File: src/rtl/riscv_decode_stage.sv
// riscv_decode_stage: registered RV32I instruction-decode stage.
// Takes one instruction and its PC per valid/ready handshake. The instruction
// is split into rs1/rs2, a sign-extended immediate and the control_bus_t
// bundle. The result is held in an output register that supports backpressure
// and flush.
// Ports:
//   clk, rst_n            clock, asynchronous active-low reset
//   i_valid/o_ready       fetch-side handshake (o_ready is combinational)
//   i_instr, i_pc         instruction word and its PC
//   i_flush               drops the held bundle and any incoming instruction
//   o_valid/i_ready       execute-side handshake
//   o_ctrl                control_bus_t, 18 bits
//   o_rs1, o_rs2, o_imm   source register indices, immediate
//   o_pc                  PC of the held bundle
//   o_branch/o_jal/o_jalr control-transfer flags
//   o_illegal             undecodable instruction

package riscv_decode_stage_pkg;

   typedef struct packed {
      logic       alu_src1;      // 1 = PC
      logic       alu_src2;      // 1 = immediate
      logic [2:0] alu_op;
      logic       arith_logic;
      logic [4:0] rd;
      logic       dmem_rd;
      logic       dmem_wr;
      logic [2:0] ld_st_funct3;
      logic       rf_wr;
      logic       wb_to_rf;      // 1 = memory
   } control_bus_t;

   localparam logic [6:0] OP_LUI    = 7'b0110111;
   localparam logic [6:0] OP_AUIPC  = 7'b0010111;
   localparam logic [6:0] OP_JAL    = 7'b1101111;
   localparam logic [6:0] OP_JALR   = 7'b1100111;
   localparam logic [6:0] OP_BRANCH = 7'b1100011;
   localparam logic [6:0] OP_LOAD   = 7'b0000011;
   localparam logic [6:0] OP_STORE  = 7'b0100011;
   localparam logic [6:0] OP_IMM    = 7'b0010011;
   localparam logic [6:0] OP_RR     = 7'b0110011;

   localparam logic [6:0] F7_ZERO   = 7'b0000000;
   localparam logic [6:0] F7_ALT    = 7'b0100000;

endpackage

module riscv_decode_stage
   import riscv_decode_stage_pkg::*;
#(
   parameter int unsigned NB_WORD    = 32,
   parameter int unsigned NB_OPERAND = 5
) (
   input  logic                  clk,
   input  logic                  rst_n,
   input  logic                  i_valid,
   output logic                  o_ready,
   input  logic [NB_WORD-1:0]    i_instr,
   input  logic [NB_WORD-1:0]    i_pc,
   input  logic                  i_flush,
   output logic                  o_valid,
   input  logic                  i_ready,
   output logic [17:0]           o_ctrl,
   output logic [NB_OPERAND-1:0] o_rs1,
   output logic [NB_OPERAND-1:0] o_rs2,
   output logic [NB_WORD-1:0]    o_imm,
   output logic [NB_WORD-1:0]    o_pc,
   output logic                  o_branch,
   output logic                  o_jal,
   output logic                  o_jalr,
   output logic                  o_illegal
);

   localparam int unsigned NB_CTRL = $bits(control_bus_t);

   logic [6:0] opcode;
   logic [2:0] funct3;
   logic [6:0] funct7;

   logic [NB_WORD-1:0] imm_i;
   logic [NB_WORD-1:0] imm_s;
   logic [NB_WORD-1:0] imm_b;
   logic [NB_WORD-1:0] imm_u;
   logic [NB_WORD-1:0] imm_j;

   control_bus_t          d_ctrl;
   logic [NB_OPERAND-1:0] d_rs1;
   logic [NB_OPERAND-1:0] d_rs2;
   logic [NB_WORD-1:0]    d_imm;
   logic                  d_branch;
   logic                  d_jal;
   logic                  d_jalr;
   logic                  d_illegal;

   logic load_en;

   assign opcode = i_instr[6:0];
   assign funct3 = i_instr[14:12];
   assign funct7 = i_instr[31:25];

   // Immediate formats
   assign imm_i = {{20{i_instr[31]}}, i_instr[31:20]};
   assign imm_s = {{20{i_instr[31]}}, i_instr[31:25], i_instr[11:7]};
   assign imm_b = {{19{i_instr[31]}}, i_instr[31], i_instr[7], i_instr[30:25], i_instr[11:8], 1'b0};
   assign imm_u = {i_instr[31:12], 12'b0};
   assign imm_j = {{11{i_instr[31]}}, i_instr[31], i_instr[19:12], i_instr[20], i_instr[30:21], 1'b0};

   // Combinational decode of the incoming instruction
   always_comb begin
      d_ctrl    = '0;
      d_ctrl.rd = i_instr[11:7];
      d_rs1     = i_instr[19:15];
      d_rs2     = i_instr[24:20];
      d_imm     = '0;
      d_branch  = 1'b0;
      d_jal     = 1'b0;
      d_jalr    = 1'b0;
      d_illegal = 1'b0;

      case (opcode)
         OP_LUI: begin
            d_rs1           = '0;
            d_ctrl.alu_src2 = 1'b1;
            d_ctrl.rf_wr    = 1'b1;
            d_imm           = imm_u;
         end
         OP_AUIPC: begin
            d_ctrl.alu_src1 = 1'b1;
            d_ctrl.alu_src2 = 1'b1;
            d_ctrl.rf_wr    = 1'b1;
            d_imm           = imm_u;
         end
         OP_JAL: begin
            d_ctrl.alu_src1 = 1'b1;
            d_ctrl.alu_src2 = 1'b1;
            d_ctrl.rf_wr    = 1'b1;
            d_imm           = imm_j;
            d_jal           = 1'b1;
         end
         OP_JALR: begin
            d_ctrl.alu_src2 = 1'b1;
            d_ctrl.rf_wr    = 1'b1;
            d_imm           = imm_i;
            d_jalr          = 1'b1;
            d_illegal       = (funct3 != 3'b000);
         end
         OP_BRANCH: begin
            d_ctrl.alu_op = funct3;
            d_ctrl.rd     = '0;
            d_imm         = imm_b;
            d_branch      = 1'b1;
            d_illegal     = (funct3 == 3'b010) || (funct3 == 3'b011);
         end
         OP_LOAD: begin
            d_ctrl.alu_src2     = 1'b1;
            d_ctrl.dmem_rd      = 1'b1;
            d_ctrl.ld_st_funct3 = funct3;
            d_ctrl.rf_wr        = 1'b1;
            d_ctrl.wb_to_rf     = 1'b1;
            d_imm               = imm_i;
            d_illegal           = (funct3 == 3'b011) || (funct3 == 3'b110) || (funct3 == 3'b111);
         end
         OP_STORE: begin
            d_ctrl.alu_src2     = 1'b1;
            d_ctrl.dmem_wr      = 1'b1;
            d_ctrl.ld_st_funct3 = funct3;
            d_ctrl.rd           = '0;
            d_imm               = imm_s;
            d_illegal           = funct3[2] || (funct3 == 3'b011);
         end
         OP_IMM: begin
            d_ctrl.alu_src2 = 1'b1;
            d_ctrl.alu_op   = funct3;
            d_ctrl.rf_wr    = 1'b1;
            d_imm           = imm_i;
            // Shift-immediates reuse imm[11:5] as funct7
            if (funct3 == 3'b001) begin
               d_illegal = (funct7 != F7_ZERO);
            end else if (funct3 == 3'b101) begin
               d_illegal          = (funct7 != F7_ZERO) && (funct7 != F7_ALT);
               d_ctrl.arith_logic = (funct7 == F7_ALT);
            end
         end
         OP_RR: begin
            d_ctrl.alu_op = funct3;
            d_ctrl.rf_wr  = 1'b1;
            if (funct7 == F7_ALT) begin
               d_ctrl.arith_logic = 1'b1;
               d_illegal          = (funct3 != 3'b000) && (funct3 != 3'b101);
            end else begin
               d_illegal = (funct7 != F7_ZERO);
            end
         end
         default: begin
            d_illegal = 1'b1;
         end
      endcase

      // Writes to x0 are suppressed; loads still touch memory
      if (d_ctrl.rd == '0) begin
         d_ctrl.rf_wr = 1'b0;
      end

      if (d_illegal) begin
         d_ctrl   = '0;
         d_imm    = '0;
         d_branch = 1'b0;
         d_jal    = 1'b0;
         d_jalr   = 1'b0;
      end
   end

   assign o_ready = !o_valid || i_ready;
   assign load_en = i_valid && o_ready;

   // Output pipeline register; flush beats load and stall
   always_ff @(posedge clk or negedge rst_n) begin
      if (!rst_n) begin
         o_valid   <= 1'b0;
         o_ctrl    <= '0;
         o_rs1     <= '0;
         o_rs2     <= '0;
         o_imm     <= '0;
         o_pc      <= '0;
         o_branch  <= 1'b0;
         o_jal     <= 1'b0;
         o_jalr    <= 1'b0;
         o_illegal <= 1'b0;
      end else if (i_flush) begin
         o_valid <= 1'b0;
      end else if (load_en) begin
         o_valid   <= 1'b1;
         o_ctrl    <= NB_CTRL'(d_ctrl);
         o_rs1     <= d_rs1;
         o_rs2     <= d_rs2;
         o_imm     <= d_imm;
         o_pc      <= i_pc;
         o_branch  <= d_branch;
         o_jal     <= d_jal;
         o_jalr    <= d_jalr;
         o_illegal <= d_illegal;
      end else if (i_ready) begin
         o_valid <= 1'b0;
      end
   end

endmodule

File: config.mk
export PLATFORM = sky130hd
export DESIGN_NAME = riscv_decode_stage
export DESIGN_NICKNAME = d
export VERILOG_FILES = /design/src/rtl/riscv_decode_stage.sv
export SDC_FILE = /design/constraint.sdc
export NUM_CORES = 1
export LEC_CHECK = 0
export ABC_AREA = 1
export CORE_MARGIN = 4
export CORE_UTILIZATION = 45
export DETAILED_ROUTE_END_ITERATION = 8
export PLACE_DENSITY_LB_ADDON = 0.12
export REMOVE_ABC_BUFFERS = 1
export SYNTH_ARGS = -nofsm -noshare
export SYNTH_HDL_FRONTEND = slang
export SYNTH_SLANG_ARGS = --single-unit
File: constraint.sdc
create_clock -name clk -period 1.75 [get_ports clk]
set_clock_uncertainty 0.1 [all_clocks]
set_input_delay 0.35 -clock clk [delete_from_list [all_inputs] [get_ports clk]]
set_output_delay 0.35 -clock clk [all_outputs]
set_load 0.05 [all_outputs]
---- Word-level counts from Yosys, hierarchy flattened ----
Index checks and enable logic that the tools add are counted.
word-level totals
  flip-flop bits (word level) ............. 97
  input port bits ......................... 69
  output and inout port bits .............. 98
  logic and storage cells ................. 82
operators by class
  equality and inequality tests ........... 18
  muxes and demuxes ....................... 30
  bitwise logic cells ..................... 1
  reduce and logical (&&, ||, !) cells .... 23
operators with widths
  cell                                                    count
  case mux 32 bit (5 select lines)                        1
  two-way mux 32 bit                                      1
  == test 7 x 6 -> 1 bit (second input constant)          4
  == test 7 bit (second input constant)                   3
  two-way mux 1 bit                                       21
  two-way mux 18 bit                                      1
  == test 7 x 5 -> 1 bit (second input constant)          2
  OR reduction 7 bit                                      2
  two-way mux 5 bit                                       2
  == test 3 bit (second input constant)                   3
  OR reduction 3 bit                                      3
  OR reduction 2 bit                                      4
  == test 7 x 2 -> 1 bit (second input constant)          1
  inequality test 7 x 6 -> 1 bit (second input constant)  1
  case mux 1 bit (7 select lines)                         1
  nonzero test 7 bit                                      1
  == test 3 x 2 -> 1 bit (second input constant)          2
  two-way mux 3 bit                                       2
  nonzero test 3 bit                                      2
  logical NOT 5 bit                                       1
  logical OR 1 bit                                        5
  == test 3 x 1 -> 1 bit (second input constant)          1
  logical AND 1 bit                                       3
  inequality test 3 bit (second input constant)           1
  other kinds (4)                                         4

---- Longest topological paths before layout ----
  depth in word-level cells ............... 6
  mapped depth ............................ 12

---- Least setup slack after synthesis ----
No wires, ideal clock.
  kind .................................... flip-flop to flip-flop
  start point ............................. register o_valid
  end point ............................... register o_ctrl[6]
  library setup time ...................... 0.066 ns
  data arrival time ....................... 1.644 ns
  path slack .............................. -0.060 ns
  cell stages (with the launch flop) ...... 9
  path buffers ............................ 2
  clock period less this slack ............ 1.810 ns
  path through ............................ dfrtp_1 > inv_1 > nor2_1 > nor3_1 > inv_1 > clkbuf_1 > clkbuf_1 > nand2_1 > nand2_1
on the way
  word-level cells in the longest chain between the ends .. 4
RTL lines
  element                               line  RTL
  start, declared                       61    output logic o_valid,
  start signal, assigned                219   o_valid <= 1'b0;
  start signal, assigned                230   o_valid <= 1'b0;
  start signal, assigned                232   o_valid <= 1'b1;
  logical NOT 1 bit                     213   assign o_ready = !o_valid || i_ready;
  logical OR 1 bit                      213
  logical AND 1 bit                     214   assign load_en = i_valid && o_ready;
  AND reduction 2 bit (no source line)  -
  end signal, assigned                  233   o_ctrl <= NB_CTRL'(d_ctrl);
  end, declared                         63    output logic [17:0] o_ctrl,
Every way passes these cells.
A chain may end at the register's enable or synchronous reset.

---- Worst setup path in the final report ----
  start point ............................. input port i_instr[0]
  end point ............................... register o_imm[24]
on the way
  word-level cells in the longest chain between the ends .. 4
  elaborated cells on any way between the ends .. 15
RTL lines
  element                                                                              line  RTL
  start, declared                                                                      58    input logic [NB_WORD-1:0] i_instr,
  == test 7 bit, or another cell as far along                                          120   case (opcode)
  OR reduction 3 bit (no source line) or OR reduction 2 bit (tied branches)            -
  case mux 1 bit (7 select lines) or case mux 32 bit (5 select lines) (tied branches)  120
  two-way mux 32 bit (*)                                                               204   if (d_illegal) begin
  end signal, assigned                                                                 236   o_imm <= d_imm;
  end, declared                                                                        66    output logic [NB_WORD-1:0] o_imm,
Mark *: on every way between the ends. The rest lies on a longest branch, timed or not.

==> impl_metrics.toml <==
[yosys]
synth_edf_count = 0
ys_ff_latch = 96
synth_top_family_by_area = "simple AND/OR/NAND/NOR gates"
seq_area_frac_synth = 0.524
synthMuxAreaShare = 0
synth_cell_type_count = 25
ys_async_sr_fraction = 1.00
synthAdderAreaFrac = 0
synthesis.area_um2 = 4580
yosysTopAreaCell = "dfrtp_1"
synth_xor_area_frac = 0
synth_simple_gate_area_frac = 0.385
syn_inst = 603
avgSynthCellArea_um2 = 7.60
synth_top_flop_cell = "dfrtp_1"
synth_compound_area_frac = 0.0229
yosysTopAreaCellShare = 0.524
synth_area_leaders = "dfrtp_1 (52%), nand2_1 (24%), nand3_1 (7.0%)"
yosys_warnings = 0

[power_and_ir_drop]
power_frac_seq = 0.430
p_int_uw = 3850
p_sw_uw = 1880
vdd_drop_max_mv = 0.481
combinationalPowerShare = 0.265
p_leak_uw = 0.00399
swShare = 0.328
power.density_nw_per_um2 = 817
clkPwrFrac = 0.305

[grt]
met1_usage = 0.311
top_usage_layer = "met2"
grt_pass1_wl_mm = 21.7
grt_pass1_vias = 4529
grtUsageMet2 = 0.373
antenna_found_initial = 0
grt_max_degree = 51
grt_overflow = 0
track_usage = 0.231
grtUsageMet3 = 0.0480

[finish]
multiInputGateArea_um2 = 1980
seqCellArea_um2 = 2400
final_net_count = 889
layout_commonest_cell = "nand2_1"
layout-drive-gt1-share = 0.292
antenna_cells = 0
syn_to_final_growth_pct = 52.8
final_util = 0.710
finish.instance_area_um2 = 7000
layout_common_cells = "nand2_1 (295), buf_4 (155), dfrtp_1 (96)"
n_fill_cell = 797

[die]
core-area_um2 = 9860
rows = 36
io_pins = 167
floorplan.die.height_um = 109
initial_core_util = 0.465
die_w_um = 109
die-area_um2 = 11900

[clocking]
cts_buffers = 9
cts_max_path_buffers = 2
htreeDepth = 3
clk_latency_ns = 0.35
cts_sinks = 96
cts_tree = "built"
cts.reportedPaths.clkPinSlew_ns = 0.09
cts-root-buf = "clkbuf_8"

[setup_path]
cp.arrival_ns = 1.91
r2r_slack_ns = 0.21
cp-start-kind = "primary input"
cp-end-kind = "flip-flop"
cp_common_cell = "nand2_1"
slowest_stage = "bufbuf_16"
cp_num_cells = 13
worst_ep_required_time_ns = 1.95
critical_path_class = "in2reg"
crit_chain = "dlygate4sd2_1, nand2_2, inv_4, buf_6, nand4_1, nand2_1, nand2_1, nand3_2, nor2_4, buf_12, bufbuf_16, nand3_1, nand2_1"
reg2regPathDepth = 9
cp_max_fo = 6
cpPeakStageDelay_ns = 0.25
crit_family = "buffers and inverters"
crit_buf_inv = 5

[sta]
relSlewSlack = 0.740
setup_violations = 0
fmax_mhz = 586
layout_min_cycle_time_ns = 1.71
min_period_over_period = 0.975
slew_violations = 0
hold_violations = 0
tightest_slew_ns = 0.391

[outcome]
status = "complete, no violations"

[placement]
hpwlAfterDp_mm = 9.60
place_congestion = 0.880
port_buffers = 166
dpl_cell_area_um2 = 6490

[detailed_routing]
wire_per_inst_um = 14.0
drc = 0
ant_nets = 0
drtIter0Drc = 214
dr.pass1.iters = 5
num_vias = 4651
routed_wl_mm = 13.4
via_per_inst = 4.86

[hold_path]
hold_path.class = "in2async"

[flow_run]
max-cap-violations = 0
-- power groups by stage --
stage	clock network [uW]	registers [uW]	logic, uW
finish	1750	2460	1520
global route	1880	2480	1620
CTS	1790	2460	1510
detailed placement	0	2500	1480
global placement	0	2500	1460
floorplan	0	3060	270
-- cell type report --
cell class                      count  area share
Sequential cell                    96       0.343
Timing Repair Buffer              236       0.294
Multi-Input combinational cell    437       0.283
Tap cell                          133      0.0238
Inverter                           40      0.0220
Clock buffer                        9      0.0177
Clock inverter                      6      0.0166
-- worst register-to-register path, delay by kind of cell, from the launching register on --
family / cells / cell delay (ns)
simple gates: 4 / 0.30
buf+inv: 5 / 0.64
flops: 1 / 0.40
-- cell families after synthesis --
kind of cell    after synthesis
flops                        96
buf+inv                      70
compound gates               19
simple gates                418
-- what timing repair did --
item | 4_1_cts | 5_1_grt
pin swaps | 14 | 6
gates cloned | 2 | 0
endpoints found under the setup margin | 51 | 66
hold buffers | 1 | 0
hold endpoints to repair | 25 | 0
gates resized for setup | 40 | 33
setup buffers | 12 | 1
-- layer usage --
layer / part of all wire / vias to the layer above / routed length [um]
met5: 0 / - / 0
met4: 0.019 / 0 / 249
met3: 0.074 / 25 / 986
met2: 0.49 / 166 / 6530
met1: 0.42 / 2160 / 5620
li1: - / 2300 / -
-- Yosys cell counts (2+ instances only) --
library cell and instances:
nor2_2 5, nand2_2 2, nand3_1 64, nor3_1 4, buf_6 5, nand2_1 299, buf_2 7, inv_2 2
dfrtp_1 96, nand3_2 12, buf_1 5, nand4_1 2, clkbuf_1 12, o21ai_0 13, nor2_1 28, inv_1 38
-- metrics by stage --
| step | hold slack [ns] | worst slack [ns] | std cells | total power, uW | TNS (ns) |
|---|---|---|---|---|---|
| 2_1_floorplan | -0.0456 | -7.84 | 573 | 3320 | -722.78 |
| 3_3_place_gp | 0.209 | -0.511 | 926 | 3960 | -33.68 |
| 3_5_place_dp | 0.200 | -0.516 | 926 | 3980 | -34.27 |
| 4_1_cts | 0.352 | 0.00513 | 956 | 5760 | 0 |
| 5_1_grt | 0.383 | -0.0642 | 957 | 5980 | -0.178 |
| 6_report | 0.358 | 0.0431 | 957 | 5720 | 0 |
-- sequential cells by signal, summed over array words and instances (netlist names) --
name	count
o_valid	1
o_branch	1
o_jalr	1
o_pc	32
o_rs1	5
o_rs2	5
o_ctrl	17
o_illegal	1
o_imm	32
o_jal	1
-- worst paths after layout --
kind                            start          to
max in group asynchronous       rst_n    o_pc[26]
max                        i_instr[0]   o_imm[24]
min                             rst_n   o_imm[20]
min in group clk             o_rs2[2]    o_rs2[2]
max reg2reg                   o_valid  o_ctrl[12]
min reg2reg                  o_rs2[2]    o_rs2[2]
No activity file was read; power rests on OpenSTA's default activity.
